===== src/rtl/multiword_add_seq_if.sv =====
// Handshake and data bundle for multiword_add_seq: operands and start in,
// busy/done status and the assembled result out.
interface multiword_add_seq_if #(
  parameter int WIDTH = 5,
  parameter int WORDS = 4
);
  logic                   start;
  logic [WIDTH*WORDS-1:0] a_in;
  logic [WIDTH*WORDS-1:0] b_in;
  logic                   c_in;
  logic                   busy;
  logic                   done;
  logic [WIDTH*WORDS-1:0] sum_out;
  logic                   c_out;
  logic                   ovf;

  modport master (
    output start, a_in, b_in, c_in,
    input  busy, done, sum_out, c_out, ovf
  );

  modport slave (
    input  start, a_in, b_in, c_in,
    output busy, done, sum_out, c_out, ovf
  );
endinterface


===== src/rtl/multiword_add_seq.sv =====
// Extended-precision adder: streams WORDS slices of WIDTH bits through one
// n_ripple_adder, chaining the carry. Optional signed overflow: SIGNED_OVF_EN.

module n_ripple_adder #(
  parameter int N = 5
) (
  input  logic [N-1:0] a,
  input  logic [N-1:0] b,
  input  logic         c_in,
  output logic [N-1:0] sum,
  output logic         c_out
);
  always_comb begin
    logic cy;
    cy = c_in;
    for (int i = 0; i < N; i++) begin
      sum[i] = a[i] ^ b[i] ^ cy;
      cy     = (a[i] & b[i]) | (cy & (a[i] ^ b[i]));
    end
    c_out = cy;
  end
endmodule

module multiword_add_seq #(
  parameter int WIDTH = 5,
  parameter int WORDS = 4
) (
  input logic                clk,
  input logic                rst_n,
  multiword_add_seq_if.slave s
);
  localparam int SEL_W = $clog2(WORDS);
  localparam int IDX_W = SEL_W + 1;
  localparam logic [IDX_W-1:0] LAST = IDX_W'(WORDS - 1);

  typedef enum logic [1:0] {IDLE, RUN, DONE} state_t;

  state_t                      state, state_nx;
  logic [IDX_W-1:0]            idx;
  logic                        carry;
  logic [WORDS-1:0][WIDTH-1:0] a_q, b_q, sum_q;
  logic                        c_out_q;
  logic [WIDTH-1:0]            add_sum;
  logic                        add_c;
  logic [SEL_W-1:0]            sel;
  logic                        accept;
  logic                        last_slice;

  assign sel        = idx[SEL_W-1:0];
  assign accept     = (state == IDLE || state == DONE) && s.start;
  assign last_slice = (state == RUN) && (idx == LAST);

  n_ripple_adder #(.N(WIDTH)) u_adder (
    .a     (a_q[sel]),
    .b     (b_q[sel]),
    .c_in  (carry),
    .sum   (add_sum),
    .c_out (add_c)
  );

  // NOTE: sequential state uses <= so every register samples pre-edge values.
  always_ff @(posedge clk or negedge rst_n) begin
    if (!rst_n) state <= IDLE;
    else        state <= state_nx;
  end

  // NOTE: state_nx gets a default first so no path leaves it unassigned (no latch).
  always_comb begin
    state_nx = state;
    case (state)
      IDLE:    if (s.start) state_nx = RUN;
      RUN:     if (idx == LAST) state_nx = DONE;
      DONE:    state_nx = s.start ? RUN : IDLE;
      default: state_nx = IDLE;
    endcase
  end

  // NOTE: operand and sum registers are reset too, so a reset leaves no stale data visible.
  always_ff @(posedge clk or negedge rst_n) begin
    if (!rst_n) begin
      idx     <= '0;
      carry   <= 1'b0;
      a_q     <= '0;
      b_q     <= '0;
      sum_q   <= '0;
      c_out_q <= 1'b0;
    end else if (accept) begin
      a_q   <= s.a_in;
      b_q   <= s.b_in;
      carry <= s.c_in;
      idx   <= '0;
    end else if (state == RUN) begin
      sum_q[sel] <= add_sum;
      carry      <= add_c;
      // idx parks on the top slice rather than wrapping past WORDS-1
      if (last_slice) c_out_q <= add_c;
      else            idx     <= idx + 1'b1;
    end
  end

  assign s.busy    = (state == RUN);
  assign s.done    = (state == DONE);
  assign s.sum_out = sum_q;
  assign s.c_out   = c_out_q;

`ifdef SIGNED_OVF_EN
  logic ovf_q;
  logic a_msb, b_msb;

  assign a_msb = a_q[WORDS-1][WIDTH-1];
  assign b_msb = b_q[WORDS-1][WIDTH-1];

  always_ff @(posedge clk or negedge rst_n) begin
    if (!rst_n)          ovf_q <= 1'b0;
    else if (accept)     ovf_q <= 1'b0;
    else if (last_slice) ovf_q <= (a_msb == b_msb) && (add_sum[WIDTH-1] != a_msb);
  end

  assign s.ovf = ovf_q;
`else
  assign s.ovf = 1'b0;
`endif
endmodule


===== src/flat_wrapper.sv =====
// flat-port wrapper written by rule: the top's interface ports become plain ports
module multiword_add_seq_flat 
#(
  parameter int WIDTH = 5,
  parameter int WORDS = 4
)
  (clk, rst_n, s_start, s_a_in, s_b_in, s_c_in, s_busy, s_done, s_sum_out, s_c_out, s_ovf);
  multiword_add_seq_if #(.WIDTH(WIDTH), .WORDS(WORDS)) s_i ();
  input logic clk;
  input logic rst_n;
  input wire logic [$bits(s_i.start)-1:0] s_start;
  input wire logic [$bits(s_i.a_in)-1:0] s_a_in;
  input wire logic [$bits(s_i.b_in)-1:0] s_b_in;
  input wire logic [$bits(s_i.c_in)-1:0] s_c_in;
  output wire logic [$bits(s_i.busy)-1:0] s_busy;
  output wire logic [$bits(s_i.done)-1:0] s_done;
  output wire logic [$bits(s_i.sum_out)-1:0] s_sum_out;
  output wire logic [$bits(s_i.c_out)-1:0] s_c_out;
  output wire logic [$bits(s_i.ovf)-1:0] s_ovf;
  assign s_i.start = s_start;
  assign s_i.a_in = s_a_in;
  assign s_i.b_in = s_b_in;
  assign s_i.c_in = s_c_in;
  assign s_busy = s_i.busy;
  assign s_done = s_i.done;
  assign s_sum_out = s_i.sum_out;
  assign s_c_out = s_i.c_out;
  assign s_ovf = s_i.ovf;
  multiword_add_seq #(.WIDTH(WIDTH), .WORDS(WORDS)) u_core (.clk(clk), .rst_n(rst_n), .s(s_i));
endmodule

===== config.mk =====
export PLATFORM = sky130hd
export DESIGN_NAME = multiword_add_seq_flat
export DESIGN_NICKNAME = d
export VERILOG_FILES = /design/src/rtl/multiword_add_seq_if.sv /design/src/rtl/multiword_add_seq.sv /design/src/flat_wrapper.sv
export SDC_FILE = /design/constraint.sdc
export NUM_CORES = 1
export LEC_CHECK = 0
export ABC_AREA = 1
export BUFFER_PORTS_ARGS = -buffer_cell sky130_fd_sc_hd__buf_2
export CORE_UTILIZATION = 59
export CTS_CLUSTER_SIZE = 25
export DETAILED_ROUTE_END_ITERATION = 8
export GPL_TIMING_DRIVEN = 0
export PLACE_DENSITY = 0.85
export SLEW_MARGIN = 20
export SYNTH_ARGS = -nofsm -noshare
export SYNTH_HDL_FRONTEND = slang
export SYNTH_HIERARCHICAL = 1
export SYNTH_SLANG_ARGS = --single-unit

===== constraint.sdc =====
create_clock -name clk -period 8.3 [get_ports clk]
set_input_delay 0.415 -clock clk [delete_from_list [all_inputs] [get_ports clk]]
set_output_delay 0.415 -clock clk [all_outputs]
set_load 0.01 [all_outputs]

After elaboration in Yosys (flattened, before gate mapping)
Index checks and enable logic that the tools add are counted.
Operators by class
  add/sub/neg operators: 1
  $lt $le $gt $ge: 2
  equal/unequal tests: 6
  muxes and demuxes: 16
  bitwise operators: 26
  reductions and logical operators: 10
Operator list (number)
  5-bit binary-select mux with 2-bit select: 2
  20-bit bitwise mux: 1
  5-bit two-way mux: 3
  1-bit AND: 10
  5-bit demux with 2-bit select: 1
  1-bit bitwise XOR: 10
  3-bit two-way mux: 3
  2-bit one-hot mux with 3 select lines: 1
  2-bit AND reduction: 3
  1-bit OR: 5
  2-bit two-way mux: 2
  2-bit by 1-bit != test with 1-bit output, second input constant: 2
  3-bit by 1-bit adder with 3-bit output, second input constant: 1
  3-bit by 2-bit equality test with 1-bit output, second input constant: 1
  1-bit logical AND: 3
  2-bit by 3-bit < comparator with 1-bit output, second input constant: 1
  1-bit two-way mux: 3
  3-bit AND reduction: 1
  2-bit by 1-bit equality test with 1-bit output, second input constant: 1
  2-bit equality test, second input constant: 1
  2-bit by 1-bit greater-or-equal comparator with 1-bit output, second input constant: 1
  2-bit zero test: 1
  2-bit != test, second input constant: 1
  2-bit nonzero test: 1
  2 further kinds: 2
Word-level totals
  flip-flop bits (word level): 67
  output and inout bits: 24
  word-level logic and storage cells: 77

Depth between registers and ports, before layout
  word-level depth: 15
  depth in mapped cells: 16
  depth with buffers taken out: 15

By module
The synthesis kept the hierarchy.
Modules (own cells, without submodules)
  multiword_add_seq: times used 1, cells an instance 394, area each 3091.7 sq um, seq. area each 1676.6 sq um
  n_ripple_adder: times used 1, cells an instance 15, area each 137.6 sq um, seq. area each 0.0 sq um

Worst setup path before layout
Ideal clock, no wire load.
  path kind: reg2reg
  from: register u_core.idx[0]
  to: register u_core.sum_q, in the netlist u_core/s.sum_out[14]
  setup time: 65 ps
  arrival: 3060 ps
  path slack: 5175 ps
  stages on the path, launching flop included: 16
  path buffers: 1
  period minus slack after synthesis: 3125 ps
  path through: dfrtp_1 > clkbuf_1 > or2_2 > nand3_1 > nand2_1 > fa_1 > inv_1 > fa_1 > inv_1 > fa_1 > fa_1 > inv_1 > fa_1 > inv_1 > nand2_1 > nand2_1
On the way
  cells in the longest elaborated chain, start to end: 13
  elaborated cells on any way between the ends: 28
  classes of those cells: order compare (2); mux (7); bitwise (18); reduce/logical (1)
Ends and longest elaborated chain
  start, declared: line multiword_add_seq.sv:39  | logic [IDX_W-1:0] idx;
  start signal, assigned: line multiword_add_seq.sv:97  | else idx <= idx + 1'b1;
  5-bit binary-select mux with 2-bit select (on tied branches): line multiword_add_seq.sv:54, multiword_add_seq.sv:55
  5-bit two-way mux (on tied branches): line multiword_add_seq.sv:54, multiword_add_seq.sv:55
  1-bit bitwise XOR: line multiword_add_seq.sv:18  | cy = (a[i] & b[i]) | (cy & (a[i] ^ b[i]));
  1-bit AND: line multiword_add_seq.sv:18
  1-bit OR: line multiword_add_seq.sv:18
  1-bit AND: line multiword_add_seq.sv:18
  1-bit OR: line multiword_add_seq.sv:18
  1-bit AND: line multiword_add_seq.sv:18
  1-bit OR: line multiword_add_seq.sv:18
  1-bit AND: line multiword_add_seq.sv:18
  1-bit OR: line multiword_add_seq.sv:18
  1-bit bitwise XOR (*): line multiword_add_seq.sv:17  | sum[i] = a[i] ^ b[i] ^ cy;
  net u_core.add_sum[4]: line multiword_add_seq.sv:43  | logic [WIDTH-1:0] add_sum;
  20-bit bitwise mux (*): line multiword_add_seq.sv:93  | sum_q[sel] <= add_sum;
  end signal, assigned by index: line multiword_add_seq.sv:93
  end, declared: line multiword_add_seq.sv:41  | logic [WORDS-1:0][WIDTH-1:0] a_q, b_q, sum_q;
The timed path passes the listed nets; every way through them passes the cells marked *. The select of a mux whose other input is x is not followed.
A chain may end at the register's enable or synchronous reset.

Worst setup path in the final report
  from: register u_core.idx[0]
  to: register u_core.sum_q, in the netlist u_core/s.sum_out[4]
Same word-level chain as after synthesis.

==> metrics.yaml <==
power:
  irDropWorstVdd_mv: 0.204
  totalPowerFinal_w: 0.00171
  power_density_nw_per_um2: 444
  p_leak_nw: 2.20
clocking:
  cts_tree: "yes"
  cts.sinks: 67
  cts.repair.resized: 0
  hold_buffers: 0
  numCtsBuffers: 9
  root_buffer: "clkbuf_8"
  path_clk_slew_ns: 0.07
  cts.path.max_buffers: 2
  cts-htree-levels: 3
  clock_latency_ns: 0.34
  post_cts_buffers: 0
critical_path:
  path_class: "flop to flop"
  crit_required_ns: 8.58
  crit_slowest_cell: "dfrtp_1"
  startpoint_type: "flop"
  crit_chain: "clkbuf_1, or2_2, nand3_1, nand2_1, fa_1, inv_1, fa_1, inv_1, fa_1, fa_1, inv_1, fa_1, inv_1, nand2_1, nand2_1"
  cp_top_family: "adder cells"
  worstRegToRegCells: 15
  crit_top_cell: "fa_1"
  path_buf_inv: 5
  worstSetupStartpoint: "u_core/idx[0]"
  reg2reg_slack_ns: 4.76
  max_stage_delay_ns: 0.47
  r2r_start: "u_core/idx[0]"
  critical_path_peak_fanout: 10
  arrival_ns: 3.81
  reg2reg_to: "u_core/s.sum_out[4]"
  endpoint_kind: "flop"
sta:
  max_slew.worst_pin.slew_ns: 0.582
  setup_viol: 0
  fin_skew_ns: 0.00635
  slew-limit-headroom: 0.612
  holdWs_ns: 0.00693
  finalMaxSlewViolations: 0
  final.period_utilization: 0.426
  max_freq_ghz: 0.283
  hold_viol: 0
  rsz0062_at_grt: "false"
  tns_ns: 0
  final.min_clock_period_ns: 3.54
logic_synthesis:
  ys_ff_latch: 67
  yosysSeqAreaShare: 0.519
  syn_avg_cell_area_sq_um: 7.90
  synthCells: 409
  syn-num-nets: 463
  synth_area_sq_um: 3230
  synth_cell_types: 20
  yosys_warnings: 6
placement:
  io_buffer_count: 66
  dp_hpwl_um: 5210
  gp_congestion: 0.869
final_layout:
  diodes: 0
  final_common_cell: "nand2_1"
  mostFrequentLayoutCells: "nand2_1, buf_2, dfrtp_1, nor2_1, inv_1"
  layout.nets: 541
  final.fill_count: 407
  area_delta_synth_final_pct: 19.6
  drive_above_1_share: 0.209
grt:
  grt_pass1_vias: 2742
  grt_usage: 0.277
  grt_start_max_net_pins: 38
  antenna_found_initial: 0
  grt.overflow.total: 0
  grt_pass1_wl_um: 12400
job:
  drv_cap: 0
routing:
  drc: 0
  via_count: 2831
  drtIter0Drc: 152
  wl_um: 7170
  dr.pass1.iters: 4
  ant_nets: 0
  viasPerCell: 5.04
  wl_per_cell_um: 12.8
floorplanning:
  boundaryPins: 68
  die_area_sq_um: 5770
  die_w_um: 76.0
  die-height_um: 76.0
  start_util: 0.620
  core.rowCount: 26
  core_area_sq_um: 5200
worst_hold_path:
  hold_path.class: "input port to async pin"
outcome:
  status: "finished clean"
## synthesized netlist by cell type (all sizes together)
cell,count,share of area
nand2,155,0.18
dfrtp,67,0.52
nor2,48,0.058
inv,41,0.048
nand3,37,0.057
a21oi,20,0.031
buf,10,0.022
or2,10,0.019
clkbuf,8,0.0093
fa,5,0.031
ha,5,0.019
conb,1,0.0012
nand4,1,0.0019
o21ai,1,0.0015
## worst max-delay path by stage
stage / slack, ns / to / cells past startpoint
floorplan: 5.17 / u_core/s.sum_out[14] / 15
global placement: 4.86 / u_core/s.sum_out[4] / 15
detailed placement: 4.83 / u_core/s.sum_out[4] / 15
CTS: 4.77 / u_core/s.sum_out[4] / 15
global route: 4.54 / u_core/s.sum_out[9] / 15
finish: 4.76 / u_core/s.sum_out[4] / 15
## cell families after synthesis
family          share of synthesized area
buf+inv                            0.0790
flops                               0.519
compound gates                     0.0325
simple gates                        0.318
other cells                       0.00116
fa+ha+maj                          0.0504
## metrics by stage
stage	instance area [sq um]	utilization	std cells	setup slack, ns
floorplan	3230	-	409	5.17
global placement	3650	0.701	545	4.86
detailed placement	3670	0.705	546	4.83
CTS	3860	0.742	562	4.77
global route	3860	0.742	562	4.54
finish	3860	0.742	562	4.76
## where the power goes
| part | switching, W | total [W] | internal, W |
|---|---|---|---|
| Combinational | 0.000575 | 0.000891 | 0.000316 |
| Sequential | 0.0000820 | 0.000568 | 0.000486 |
| Clock | 0.000113 | 0.000254 | 0.000141 |
## registers in the layout, summed over array words and instances, names as in the netlist
register and flops:
u_core/s.sum_out 20, u_core/b_q 20, u_core/idx 3, u_core/carry 1, u_core/s.c_out 1, u_core/a_q 20, u_core/state 2
## metal layers
layer / up-vias / track usage / part of all wire / wire length, um
li1: 1400 / - / - / -
met1: 1317 / 0.361 / 0.42 / 3040
met2: 102 / 0.447 / 0.50 / 3550
met3: 12 / 0.0766 / 0.063 / 452
met4: 0 / 0.0981 / 0.017 / 121
met5: - / 0 / 0 / 0
## area by class of cell
| type | count | area (sq um) | area share |
|---|---|---|---|
| clock inverter | 1 | 5.00 | 0.00130 |
| clock buffer | 15 | 186 | 0.0483 |
| buffer | 18 | 101 | 0.0262 |
| timing repair buffer | 67 | 353 | 0.0914 |
| tap | 70 | 87.6 | 0.0227 |
| sequential | 67 | 1680 | 0.434 |
| inverter | 41 | 154 | 0.0399 |
| multi-input combinational | 283 | 1300 | 0.336 |
No activity file was read; power rests on OpenSTA's default activity.
